===== src/rtl/alu_issue_stage.sv =====
// alu_issue_stage: two-stage ALU issue/capture unit.
// S1 (issue register) decodes the ALU class and funct fields into a 4-bit ALU
// op and drives the external ALU. S2 (EX/MEM register) captures the ALU result,
// the zero flag and the branch resolution. Both stages use valid/ready flow
// control, and flush kills both stages.
// Build option: define ALU_NOR_EN to decode class 10 / funct3 100 / bit30=1 as NOR.
module alu_issue_stage #(
  parameter int XLEN = 64,
  parameter int TAGW = 5
) (
  input  logic            clk,
  input  logic            reset,
  input  logic            flush,
  input  logic            in_valid,
  output logic            in_ready,
  input  logic [XLEN-1:0] in_a,
  input  logic [XLEN-1:0] in_b,
  input  logic [1:0]      in_class,
  input  logic [2:0]      in_funct3,
  input  logic            in_f7b30,
  input  logic [TAGW-1:0] in_tag,
  output logic [XLEN-1:0] alu_a,
  output logic [XLEN-1:0] alu_b,
  output logic [3:0]      alu_op,
  input  logic [XLEN-1:0] alu_r,
  input  logic            alu_z,
  output logic            out_valid,
  input  logic            out_ready,
  output logic [XLEN-1:0] out_r,
  output logic [TAGW-1:0] out_tag,
  output logic            out_branch,
  output logic            out_taken,
  output logic            out_illegal
);

  localparam logic [3:0] OP_AND = 4'b0000;
  localparam logic [3:0] OP_OR  = 4'b0001;
  localparam logic [3:0] OP_ADD = 4'b0010;
  localparam logic [3:0] OP_SUB = 4'b0110;
`ifdef ALU_NOR_EN
  localparam logic [3:0] OP_NOR = 4'b1100;
`endif

  logic [3:0]      dec_op;
  logic            dec_br;
  logic            dec_bne;
  logic            dec_ill;

  logic            s1_valid;
  logic [3:0]      s1_op;
  logic [TAGW-1:0] s1_tag;
  logic            s1_br;
  logic            s1_bne;
  logic            s1_ill;

  logic            s2_adv;
  logic            s1_load;
  logic            s1_taken;

  // Decode main-control class and funct fields; illegal encodings issue ADD.
  always_comb begin
    dec_op  = OP_ADD;
    dec_br  = 1'b0;
    dec_bne = 1'b0;
    dec_ill = 1'b0;
    case (in_class)
      2'b00: dec_op = OP_ADD;
      2'b01: begin
        dec_op = OP_SUB;
        dec_br = 1'b1;
        case (in_funct3)
          3'b000:  dec_bne = 1'b0;
          3'b001:  dec_bne = 1'b1;
          default: dec_ill = 1'b1;
        endcase
      end
      2'b10: begin
        case ({in_funct3, in_f7b30})
          4'b000_0: dec_op = OP_ADD;
          4'b000_1: dec_op = OP_SUB;
          4'b111_0: dec_op = OP_AND;
          4'b110_0: dec_op = OP_OR;
`ifdef ALU_NOR_EN
          4'b100_1: dec_op = OP_NOR;
`endif
          default:  dec_ill = 1'b1;
        endcase
      end
      default: dec_ill = 1'b1;
    endcase
    if (dec_ill) begin
      dec_op = OP_ADD;
    end
  end

  assign s2_adv   = s1_valid & (~out_valid | out_ready);
  assign in_ready = ~s1_valid | s2_adv;
  assign s1_load  = in_valid & in_ready;

  // An empty issue register presents ADD but keeps its last operands.
  assign alu_op   = s1_valid ? s1_op : OP_ADD;

  // Illegal branch encodings never resolve taken.
  assign s1_taken = s1_br & ~s1_ill & (s1_bne ? ~alu_z : alu_z);

  // S1 issue register; flush wins over a same-cycle accept.
  always_ff @(posedge clk) begin
    if (reset) begin
      s1_valid <= 1'b0;
      alu_a    <= '0;
      alu_b    <= '0;
      s1_op    <= OP_ADD;
      s1_tag   <= '0;
      s1_br    <= 1'b0;
      s1_bne   <= 1'b0;
      s1_ill   <= 1'b0;
    end else begin
      if (flush) begin
        s1_valid <= 1'b0;
      end else if (s1_load) begin
        s1_valid <= 1'b1;
      end else if (s2_adv) begin
        s1_valid <= 1'b0;
      end
      if (s1_load && !flush) begin
        alu_a  <= in_a;
        alu_b  <= in_b;
        s1_op  <= dec_op;
        s1_tag <= in_tag;
        s1_br  <= dec_br;
        s1_bne <= dec_bne;
        s1_ill <= dec_ill;
      end
    end
  end

  // S2 EX/MEM register; holds while stalled, drains when downstream accepts.
  always_ff @(posedge clk) begin
    if (reset) begin
      out_valid   <= 1'b0;
      out_r       <= '0;
      out_tag     <= '0;
      out_branch  <= 1'b0;
      out_taken   <= 1'b0;
      out_illegal <= 1'b0;
    end else if (flush) begin
      out_valid <= 1'b0;
    end else if (s2_adv) begin
      out_valid   <= 1'b1;
      out_r       <= alu_r;
      out_tag     <= s1_tag;
      out_branch  <= s1_br;
      out_taken   <= s1_taken;
      out_illegal <= s1_ill;
    end else if (out_ready) begin
      out_valid <= 1'b0;
    end
  end

endmodule


===== config.mk =====
export PLATFORM = sky130hd
export DESIGN_NAME = alu_issue_stage
export DESIGN_NICKNAME = d
export VERILOG_FILES = /design/src/rtl/alu_issue_stage.sv
export SDC_FILE = /design/constraint.sdc
export NUM_CORES = 1
export LEC_CHECK = 0
export CAP_MARGIN = 20
export CORE_AREA = 4 4 160 162
export CTS_BUF_LIST = sky130_fd_sc_hd__clkbuf_2 sky130_fd_sc_hd__clkbuf_4 sky130_fd_sc_hd__clkbuf_8
export DETAILED_ROUTE_END_ITERATION = 12
export DIE_AREA = 0 0 164 166
export PLACE_DENSITY = 0.69
export SLEW_MARGIN = 20
export SYNTH_ARGS = -nofsm -noshare
export SYNTH_HDL_FRONTEND = slang
export SYNTH_SLANG_ARGS = --single-unit

===== constraint.sdc =====
create_clock -name clk -period 1.6 [get_ports clk]
set_input_delay 0.32 -clock clk [delete_from_list [all_inputs] [get_ports clk]]
set_output_delay 0.32 -clock clk [all_outputs]
set_load 0.005 [all_outputs]

==> impl_metrics.tcl, run 1 <==
set metrics [dict create \
    outcome "finished, final reports clean" \
    antenna_found_initial 0 \
    synthesis.area_mm2 0.007491 \
    arrival_ns 2.00 \
    vias 7817 \
    dp.cells 1660 \
    synth.most_common_cell "nand2_1" \
    grt_pass1_wl_um 40070 \
    hold_class "primary input to register" \
    dieWidth_um 164 \
    rsz0062_at_grt "true" \
    synth_nets 1159 \
    wl_per_cell_um 15.50 \
    fin_ws_ns 0.03704 \
    skew_ns 0.006382 \
    fin_crit_ns 1.563 \
    ant_nets 0 \
    yosysWarnings 0 \
    power_density_mw_per_mm2 952.2 \
    cts_tree "yes" \
    track_usage_pct 18.03 \
    seq_area_frac_synth_pct 56.92 \
    crit_path_start_kind "register" \
    syn_inst 947 \
    path_cells "and3b_2, buf_4, nor3b_4, buf_12, buf_16, nand2_1, a21oi_2" \
    fin_nets 1590 \
    grt-ovfl-total 0 \
    grt_start_max_net_pins 73 \
    drt_iter0_drc 311 \
    clock-sinks 213 \
    synth-seq-cells 213 \
    drt_wl_total_um 26760 \
    critPathBufInv 3 \
    peakVddDrop_mv 0.6637 \
    slew_violations 0 \
    critical-path-top-delay-family "simple AND/OR/NAND/NOR gates" \
    start_util_pct 31.08 \
    cp.required_ns 2.04 \
    worst_skew_pair.late_latency_ns 0.50 \
    avgSynthCellArea_um2 7.910 \
    ys_async_sr_fraction_pct 0 \
    clock_path_buffers 3 \
    synth_top_area_share_pct 56.92 \
    fillers 2343 \
    crit_fanout 27 \
    htree_levels 2 \
    yosys-top-cells-count "414 x nand2_1, 213 x dfxtp_1, 209 x a21oi_1" \
    tns_ns 0 \
    slowest_stage "dfxtp_2" \
    max_freq_ghz 0.6398 \
    synthTopCellsByArea "dfxtp_1 57%, nand2_1 21%, a21oi_1 14%" \
    pre_cts_ws_ns -0.3839 \
    synth-edff-count 0 \
    vias_per_cell 4.526 \
    synthDistinctLibCells 33 \
    grt_pass1_vias 7653 \
    core_area_mm2 0.02411 \
    cts_root_buf "clkbuf_8" \
    rows 57 \
    utilization_pct 54.11 \
    dieArea_mm2 0.02722 \
    maxCapViolCount 0 \
    die_y_um 166 \
    area_growth_pct 74.13 \
    portBuffers 413 \
    slowest_delay_ns 0.33 \
    setup_viol 0 \
    critPathCaptureType "register" \
    path_class "register to register" \
    cts_made_buffers 38 \
    first_pass_iters 4 \
    num_io_pins 415 \
    post-dp-hpwl_um 19130 \
    cellLeakagePower_nw 5.674 \
    hold_viol_final 0 \
    drive_above_1_share_pct 11.69 \
    synth-main-ff-cell "dfxtp_1" \
    stdcell_count 1727 \
    diodes 0 \
    period_share_pct 97.68 \
    synth.largest_area_cell "dfxtp_1" \
    drc 0 \
    globalplace.congestion 0.7592 \
    clkTransAtPathRegs_ns 0.06 \
]
layer usage:
layer  track usage, %  part of all wire [%]  vias up  wire length, um
met5                0                     0        -                0
met4            5.981                   2.7        0              711
met3            7.918                    11       48             2859
met2            31.55                    48      313            12880
met1            19.34                    39     3541            10310
li1                 -                     -     3915                -
worst register-to-register path, stage by stage, from the launching register on:
cell and delay (ns):
dfxtp_2 0.33, and3b_2 0.22, buf_4 0.14, nor3b_4 0.23
buf_12 0.19, buf_16 0.18, nand2_1 0.11, a21oi_2 0.11
layout by cell type, fill, tap and decap left out, drive strengths merged, types with 2 or more instances in the layout:
master | Yosys | final
clkdlybuf4s50 | 0 | 207
nor2 | 7 | 7
nand2 | 414 | 414
nor3 | 2 | 2
inv | 3 | 3
ha | 3 | 3
dlygate4sd2 | 0 | 201
dfxtp | 213 | 213
nand3b | 2 | 2
a211o | 2 | 2
buf | 37 | 53
clkinv | 0 | 2
a21oi | 209 | 209
and2 | 2 | 2
clkbuf | 34 | 62
nor3b | 2 | 2
nand2b | 2 | 2
final cells by class:
class | instances | area [um^2] | share of cell area (%)
Tap cell | 324 | 405.4 | 3.108
Inverter | 3 | 11.26 | 0.08633
Multi-Input combinational cell | 660 | 3010 | 23.08
Timing Repair Buffer | 462 | 4532 | 34.74
Clock buffer | 61 | 764.5 | 5.861
Clock inverter | 4 | 47.55 | 0.3645
Sequential cell | 213 | 4273 | 32.76
cell families after synthesis:
family | Yosys count | share of synthesized area, %
compound gates | 215 | 14.63
buf+inv | 74 | 4.827
fa+ha+maj | 3 | 0.5011
flops | 213 | 56.92
other cells | 1 | 0.05006
xor+xnor | 1 | 0.1169
simple gates | 440 | 22.95
registers in the layout, summed over array words and instances (netlist names), 3 cells and up:
register	cells
alu_a	64
s1_op	3
s1_tag	5
out_tag	5
out_r	64
alu_b	64
timing repair:
item / CTS / global route
buffers inserted: 1 / 0
gates cloned: 0 / 1
pin swaps: 1 / 0
gates resized for setup: 226 / 35
endpoints found under the setup margin: 205 / 58
hold buffers: 0 / 0
where the power goes:
group / total [mW] / switching, mW / leakage (nW) / internal, mW
combinational: 1.50 / 0.608 / 3.51 / 0.890
sequential: 5.59 / 0.0889 / 1.74 / 5.50
clock: 5.33 / 2.16 / 0.430 / 3.17
total: 12.4 / 2.86 / 5.67 / 9.56
path summary, 6_finish.rpt:
check             cells after the start         to      from  slack, ns
hold reg to reg                       2   alu_a[4]  alu_a[4]       0.45
hold / removal                        2  alu_a[49]     reset       0.17
setup reg to reg                      7   alu_b[4]  s1_valid       0.04
setup / recovery                      7   alu_b[4]  s1_valid       0.04
stage by stage:
stage	area [um^2]	hold WS (ns)	total power, mW
final	13040	0.1747	12.42
after global placement	12320	0.4399	7.283
after global routing	13040	0.1478	13.01
after detailed placement	12320	0.4434	7.305
after CTS	12880	0.1324	12.58
after floorplan	7491	0.3993	6.168
Power figures use the tool's default switching activity.
==> run 2: changes to the inputs <==
--- a/config.mk
+++ b/config.mk
@@ -5,11 +5,11 @@
 export SDC_FILE = /design/constraint.sdc
 export NUM_CORES = 1
 export LEC_CHECK = 0
-export CAP_MARGIN = 20
-export CORE_AREA = 4 4 160 162
+export CAP_MARGIN = 10
+export CORE_AREA = 3 3 159 161
 export CTS_BUF_LIST = sky130_fd_sc_hd__clkbuf_2 sky130_fd_sc_hd__clkbuf_4 sky130_fd_sc_hd__clkbuf_8
 export DETAILED_ROUTE_END_ITERATION = 12
-export DIE_AREA = 0 0 164 166
+export DIE_AREA = 0 0 162 164
 export PLACE_DENSITY = 0.69
 export SLEW_MARGIN = 20
 export SYNTH_ARGS = -nofsm -noshare
==> impl_metrics.tcl, run 2 (synthesis results as in run 1) <==
set metrics [dict create \
    drt_iter0_drc 457 \
    timing.rr.start "s1_valid" \
    min_to "alu_a[44]" \
    wl_per_cell_um 15.56 \
    path_cells "and3b_2, inv_2, buf_6" \
    worst_skew_pair.late_latency_ns 0.50 \
    critPathCaptureType "output pin" \
    dp.cells 1664 \
    cts_hold_buf 0 \
    clock_path_buffers 3 \
    power_density_mw_per_mm2 927.9 \
    hold_viol_final 0 \
    skew_ns 0.008535 \
    vias_per_cell 4.572 \
    slew_violations 0 \
    postLayoutCellArea_mm2 0.01292 \
    cts_tree "yes" \
    clock-sinks 213 \
    area_growth_pct 72.51 \
    r2r-end "alu_b[11]" \
    ant_nets 0 \
    first_pass_iters 4 \
    hold_class "primary input to register" \
    slowest_delay_ns 0.35 \
    grt-ovfl-total 0 \
    rows 57 \
    final_common_cell "nand2_1" \
    rsz0062_at_grt "true" \
    setup_viol 0 \
    pre_cts_ws_ns -0.4065 \
    largest_registers "alu_a (64), alu_b (64), out_r (64)" \
    clkTransAtPathRegs_ns 0.06 \
    diodes 0 \
    rrSetupSlack_ns 0.05 \
    wl_met3_um 2690 \
    fin_crit_ns 1.560 \
    portBuffers 413 \
    tns_ns 0 \
    track_usage_pct 19.01 \
    num_io_pins 415 \
    arrival_ns 1.24 \
    cp.required_ns 1.28 \
    fin_ws_ns 0.03995 \
    cellLeakagePower_nw 5.653 \
    post-dp-hpwl_um 19480 \
    stdcell_count 1725 \
    path_class "register to output pin" \
    grt_pass1_wl_um 40890 \
    cts_root_buf "clkbuf_8" \
    core_area_mm2 0.02411 \
    drt_wl_total_um 26840 \
    m1WireLength_um 10290 \
    drive_above_1_share_pct 9.779 \
    start_util_pct 31.08 \
    timing.hold.ws_ns 0.2189 \
    grt_pass1_vias 7754 \
    slowest_stage "dfxtp_4" \
    period_share_pct 97.50 \
    dieArea_mm2 0.02657 \
    outcome "finished, final reports clean" \
    maxCapViolCount 0 \
    crit_fanout 3 \
    most-common-layout-cells "414 x nand2_1, 209 x dfxtp_1, 207 x clkdlybuf4s50_1" \
    r2r_cells 6 \
    wl_met2_um 13030 \
    vias 7886 \
    max_freq_ghz 0.6410 \
    htree_levels 2 \
    highest-signal-layer "met4" \
    holdCritStartpoint "reset" \
    die_y_um 164 \
    place_area_mm2 0.01237 \
    worstHoldPathCells 2 \
    grt_start_max_net_pins 73 \
    cts_made_buffers 37 \
    crit_path_start_kind "register" \
    drc 0 \
    dieWidth_um 162 \
    antenna_found_initial 0 \
    peakVddDrop_mv 0.7145 \
    globalplace.congestion 0.7768 \
    fin_nets 1595 \
]
==> run 2: repair_timing <==
action,in CTS,in global routing
gates cloned,0,1
gates resized for setup,223,16
pin swaps,0,3
hold endpoints to repair,0,0
endpoints found under the setup margin,205,28
buffers inserted,1,3
==> run 2: per-stage QoR <==
step	util [%]	power, mW
final	53.61	11.99
after global routing	53.61	12.53
after CTS	53.24	12.16
after detailed placement	51.32	7.325
after global placement	51.32	7.305
after floorplan	-	6.168
==> run 2: worst max-delay path by stage <==
stage / from / end / slack, ns
6_report: s1_valid / in_ready / 0.04
2_1_floorplan: out_valid / out_r[63] / 0.22
5_1_grt: s1_valid / in_ready / -0.03
3_3_place_gp: in_class[0] / s1_op[1] / -0.37
3_5_place_dp: out_ready / alu_a[32] / -0.41
4_1_cts: s1_valid / in_ready / -0.13
==> run 2: cell type report <==
type / instances / area [um^2]
Clock buffer: 56 / 676.9
Clock inverter: 1 / 30.03
Fill cell: 2325 / 11180
Inverter: 3 / 11.26
Multi-Input combinational cell: 660 / 2918
Sequential cell: 213 / 4272
Tap cell: 324 / 405.4
Timing Repair Buffer: 468 / 4609
==> run 2: worst max-delay path, delay by kind of cell, from the launching register on <==
kind / cells / cell delay, ns
buffers and inverters: 2 / 0.16
DFF: 1 / 0.35
and+or+nand+nor: 1 / 0.24
==> run 2: metal layers <==
layer	vias up	GRT usage [%]
met5	-	0
met1	3570	21.00
met2	340	33.15
met3	64	7.465
met4	0	7.018
li1	3912	-
==> run 2: power by group <==
part | internal [mW] | switching (mW)
sequential | 5.50 | 0.0907
clock | 2.82 | 2.08
combinational | 0.900 | 0.602
total | 9.22 | 2.77
==> run 3: changes to the inputs <==
--- a/config.mk
+++ b/config.mk
@@ -10,6 +10,7 @@
 export CTS_BUF_LIST = sky130_fd_sc_hd__clkbuf_2 sky130_fd_sc_hd__clkbuf_4 sky130_fd_sc_hd__clkbuf_8
 export DETAILED_ROUTE_END_ITERATION = 12
 export DIE_AREA = 0 0 162 164
+export HOLD_SLACK_MARGIN = 0.08
 export PLACE_DENSITY = 0.69
 export SLEW_MARGIN = 20
 export SYNTH_ARGS = -nofsm -noshare
==> results of run 3 <==
Final layout, timing and power as in run 2 (identical DEF).
==> edit 1: new RTL, flow settings as in run 1 <==
The parameter `TAGW` goes from 5 to 6.
--- a/src/rtl/alu_issue_stage.sv
+++ b/src/rtl/alu_issue_stage.sv
@@ -8,3 +8,3 @@
   parameter int XLEN = 64,
-  parameter int TAGW = 5
+  parameter int TAGW = 6
 ) (
Interface: changed (resized in_tag and out_tag); port bits go from 415 to 417. No check against the original RTL was run, so the function may have changed too.
==> edit 1 against run 1 <==
- die area is the same
- hold slack lost 29 ps
- sequential cell count grew 2
- power shrank 2.4%
- final area shrank 0.43%
- fmax shrank 1.9%
- clock skew grew 10 ps
- critical endpoint is now in_ready
- synthesized area grew 1.3%
- routed wire length grew 0.15%
- largest power group unchanged
- worst setup slack lost 31 ps
==> edit 1: results (changes against run 1) <==
----------------------------------------------------
[Setup path]
  Highest cell delay on the worst timing path ... 370 ps (was 330 ps)
  Critical Path Fanout Max ... 7 (was 27)
  Slowest cell on the critical path ... sky130_fd_sc_hd__dfxtp_4 (was sky130_fd_sc_hd__dfxtp_2)
  Cell family with most CP delay ... flip-flops (was simple AND/OR/NAND/NOR gates)

[Clock tree]
  CTS H-tree depth ... 2 (unchanged)
  Post-CTS repair timing setup buffer count ... 0 (was 1)
  Number of buffers created by CTS ... 40 (was 38)
  Gates resized, CTS repair ... 218 (was 226)

[Routing]
  Total Wirelength ... 26800 microns (about the same)
  DR vias ... 7853 (was 7817)
  Mean routed wirelength per cell ... 15.4 microns (was 15.5 microns)
  Drt initial violations ... 444 (was 311)

[Placed design]
  Placed cell areas ... 12500 sq um (was 12300 sq um)
  Number of port buffers ... 415 (was 413)
  Estimated wirelength of the detail-placed design ... 19900 microns (was 19100 microns)
  Worst slack, placed ... -393 ps (was -384 ps)
  Dpl cells ... 1679 (was 1660)
  Global placer's final weighted congestion ... 0.829 (was 0.759)

[Final layout]
  Net count of the finished layout ... 1611 (was 1590)
  Share of cells above drive strength 1 ... 0.0937 (was 0.117)

[Global route]
  Number of antenna violations at the first check in global routing ... 0 (unchanged)
  Maximum number of pins on one net before global-route repair ... 74 (was 73)
  GRT Resource Usage Total ... 0.186 (was 0.180)
  First-pass GRT wire length ... 41000 microns (was 40100 microns)
  Via count of the first global-routing pass ... 7676 (was 7653)

[Status]
  Result of the run ... finished clean (unchanged)

[Pwr]
  Leakage power figure ... 5.70 nW (was 5.67 nW)
  Worst voltage drop across the vdd grid ... 0.627 mV (was 0.664 mV)

[Yosys]
  Top area cells in the synthesized netlist ... sky130_fd_sc_hd__dfxtp_1, sky130_fd_sc_hd__nand2_1, sky130_fd_sc_hd__a21oi_1, sky130_fd_sc_hd__buf_2, sky130_fd_sc_hd__buf_4 (was sky130_fd_sc_hd__dfxtp_1, sky130_fd_sc_hd__nand2_1, sky130_fd_sc_hd__a21oi_1, sky130_fd_sc_hd__clkbuf_1, sky130_fd_sc_hd__buf_4)
  Syn Nets ... 1168 (was 1159)
  Cell variety after synth ... 34 (was 33)
  Synth Area in XOR/XNOR ... 0.00115 (was 0.00117)
  Top post-synthesis cells by count ... sky130_fd_sc_hd__nand2_1, sky130_fd_sc_hd__dfxtp_1, sky130_fd_sc_hd__a21oi_1 (unchanged)
  Seq/Total Area, Yosys ... 0.567 (was 0.569)
  Synth Instances ... 955 (was 947)
  Adder and majority cell fraction of the synthesized area ... 0.00495 (was 0.00501)
  Compound-Gate Fraction of Synth Area ... 0.146 (about the same)

[Timing]
  Fin Clk Skew ... 16.8 ps (was 6.38 ps)
  Endpoints failing setup ... 0 (unchanged)

----------------------------------------------------
edit 1: path summary, 6_finish.rpt:
path / start / endpoint / slack, ps / depth (start not counted)
setup reg to reg: out_valid / out_r[46] / 60 / 5
setup / recovery: s1_valid / in_ready / 6 / 3
hold / removal: reset / alu_a[58] / 150 / 2
hold reg to reg: alu_a[27] / alu_a[27] / 450 / 2
edit 1: cell type report:
class	count	area, sq um	share of cell area
Clock buffer	59	718	0.0553
Clock inverter	5	27.5	0.00212
Inverter	3	13.8	0.00106
Multi-Input combinational cell	666	2910	0.224
Sequential cell	215	4310	0.332
Tap cell	324	405	0.0312
Timing Repair Buffer	472	4600	0.354
edit 1: power breakdown:
part	internal, mW	switching (mW)
clock network	2.84	2.15
logic	0.895	0.593
registers	5.55	0.0888
edit 1: layer usage:
metal / routed length, microns / vias to the layer above / global-route usage
met4: 741 / 0 / 0.0605
met3: 2660 / 54 / 0.0722
met2: 13000 / 320 / 0.327
met5: 0 / - / 0
met1: 10400 / 3520 / 0.204
li1: - / 3959 / -
==> edit 2: new RTL, flow settings as in run 1 <==
Made on the original files. Reset style: asynchronous (`reset`), changed in 2 clocked blocks.
--- a/src/rtl/alu_issue_stage.sv
+++ b/src/rtl/alu_issue_stage.sv
@@ -106,3 +106,3 @@
   // S1 issue register; flush wins over a same-cycle accept.
-  always_ff @(posedge clk) begin
+  always_ff @(posedge clk or posedge reset) begin
     if (reset) begin
@@ -137,3 +137,3 @@
   // S2 EX/MEM register; holds while stalled, drains when downstream accepts.
-  always_ff @(posedge clk) begin
+  always_ff @(posedge clk or posedge reset) begin
     if (reset) begin
Check against the original RTL: differs if reset is asserted again (counterexample within 4 cycles, from zero or initial values and one cycle with reset high); with reset held inactive, the same outputs for 4 cycles.
==> edit 2 against run 1 <==
- count of clock-buffer cells in the layout is 6 higher
- sequential cell count stayed put
- routed wire length is 5.1% lower
- final area is 13% higher
- first-iteration DRC count is 37% lower
- critical path depth is 1 lower
- worst setup slack worse by 120 ps
- non-clock buffer count is 24 higher
- clock skew is 8.7 ps higher
- the run now ends with setup timing left
- highest routed layer unchanged
- die area stayed put
- synthesized area is 21% higher
Power is not compared: it rests on default switching activity, and its combinational part moved more than twofold at a synthesized area within 25%.
==> edit 2: results (changes against run 1) <==
----------------------------------------------------
[Yosys]
  Async set or reset register ratio after synthesis ... 1.00 (was 0)
  Syn Nets ... 696 (was 1159)
  Seq/Total Area, Yosys ... 0.589 (was 0.569)
  Top post-synthesis cells by count ... sky130_fd_sc_hd__dfrtp_1, sky130_fd_sc_hd__mux2_4, sky130_fd_sc_hd__mux2_2 (was sky130_fd_sc_hd__nand2_1, sky130_fd_sc_hd__dfxtp_1, sky130_fd_sc_hd__a21oi_1)
  Top area cells in the synthesized netlist ... sky130_fd_sc_hd__dfrtp_1, sky130_fd_sc_hd__mux2_4, sky130_fd_sc_hd__buf_12, sky130_fd_sc_hd__mux2_2, sky130_fd_sc_hd__ha_1 (was sky130_fd_sc_hd__dfxtp_1, sky130_fd_sc_hd__nand2_1, sky130_fd_sc_hd__a21oi_1, sky130_fd_sc_hd__clkbuf_1, sky130_fd_sc_hd__buf_4)
  Syn Area/Cell ... 18.7 sq um (was 7.91 sq um)
  Cell variety after synth ... 31 (was 33)

[Routing]
  Mean number of vias per cell ... 4.49 (was 4.53)
  Wire length on met3 ... 2380 microns (was 2860 microns)
  Drt initial violations ... 197 (was 311)
  Top routing layer in use ... met4 (unchanged)
  DRT met1 WL ... 9560 microns (was 10300 microns)
  Total Wirelength ... 25400 microns (was 26800 microns)
  Met2 Routed Length ... 12800 microns (was 12900 microns)

[Placed design]
  Estimated wirelength of the detail-placed design ... 19300 microns (was 19100 microns)
  Placed cell areas ... 13700 sq um (was 12300 sq um)
  Global placer's final weighted congestion ... 0.795 (was 0.759)

[Timing]
  Sum Neg Setup Slack ... -4670 ps (was 0 ps)
  Final setup margin ... -86.9 ps (was 37.0 ps)
  Endpoints failing setup ... 99 (was 0)
  Fin Clk Skew ... 15.1 ps (was 6.38 ps)

[Min path]
  Hold crit path type ... primary input to asynchronous set/reset pin (was primary input to register)

[Final layout]
  Final Instance Count excl. Fillers ... 1342 (was 1727)
  Share of cells above drive strength 1 ... 0.361 (was 0.117)
  Final-layout fill cell count ... 1950 (was 2343)
  Net count of the finished layout ... 1199 (was 1590)

[Global route]
  Maximum number of pins on one net before global-route repair ... 40 (was 73)
  GRT Resource Usage Total ... 0.180 (about the same)
  Via count of the first global-routing pass ... 6756 (was 7653)
  Number of antenna violations at the first check in global routing ... 1 (was 0)
  First-pass GRT wire length ... 38500 microns (was 40100 microns)

[Clock tree]
  Number of buffers created by CTS ... 39 (was 38)
  Worst skew pair latency ... a little over 500 ps

[Status]
  Failing checks ... setup timing
  Result of the run ... complete, but fails checks (was finished clean)

[Setup path]
  Arrival time of data at the critical path endpoint ... 2070 ps (was 2000 ps)
  Critical Path Fanout Max ... 12 (was 27)

----------------------------------------------------
edit 2: worst paths after layout:
path	cells after the start	startpoint	slack [ps]	to
max reg2reg	6	out_valid	-90	out_r[14]
min in group clk	2	in_a[27]	410	alu_a[27]
max in group asynchronous	4	reset	960	s1_op[1]
min reg2reg	1	alu_b[2]	500	alu_b[2]
max	6	out_valid	-90	out_r[14]
min	3	reset	200	alu_b[42]
edit 2: area by class of cell:
type | instances | area [sq um] | share of cell area
flip-flops and latches | 213 | 5330 | 0.361
repair buffers | 486 | 4810 | 0.325
multi-input cells | 240 | 3300 | 0.223
clock buffers | 67 | 847 | 0.0574
well taps | 324 | 405 | 0.0274
clock inverters | 4 | 45.0 | 0.00305
inverters | 7 | 30.0 | 0.00203
diodes | 1 | 2.50 | 0.000169
edit 2: logic make-up after synthesis:
family	Yosys count	share of synthesized area
flip-flops	213	0.589
XOR/XNOR	1	0.000968
AO/OA/AOI/OAI	5	0.00401
multiplexers	211	0.336
AND/OR/NAND/NOR	19	0.0158
buffers and inverters	31	0.0490
adder cells (fa/ha/maj)	3	0.00415
other	1	0.000415
edit 2: power groups by stage:
stage | sequential (mW) | combinational [mW] | clock [mW]
after floorplan | 6.95 | 1.66 | 0
after global placement | 6.94 | 4.42 | 0
after detailed placement | 6.94 | 4.48 | 0
after CTS | 6.83 | 3.99 | 5.88
after global routing | 6.94 | 4.25 | 6.17
final | 6.82 | 3.98 | 5.68
edit 2: per-stage QoR:
| stage | util | worst slack [ps] |
|---|---|---|
| after floorplan | - | -1490 |
| after global placement | 0.570 | -384 |
| after detailed placement | 0.570 | -397 |
| after CTS | 0.604 | -79.3 |
| after global routing | 0.613 | -132 |
| final | 0.613 | -86.9 |
edit 2: worst max-delay path, stage by stage (launching register included):
cell                      delay, ps
sky130_fd_sc_hd__dfrtp_1        380
sky130_fd_sc_hd__buf_6          130
sky130_fd_sc_hd__and2b_4        170
sky130_fd_sc_hd__nor3b_4        230
sky130_fd_sc_hd__buf_12         180
sky130_fd_sc_hd__buf_12         160
sky130_fd_sc_hd__mux2_4         310
edit 2: what timing repair did:
action,CTS,global route
buffers inserted,17,6
endpoints found under the setup margin,205,133
pin swaps,0,1
gates resized for setup,231,18
gates cloned,0,4
edit 2: per-layer routing:
metal	GRT usage	up-vias
met3	0.0650	45
li1	-	2731
met4	0.0624	0
met1	0.204	2988
met2	0.314	260
met5	0	-
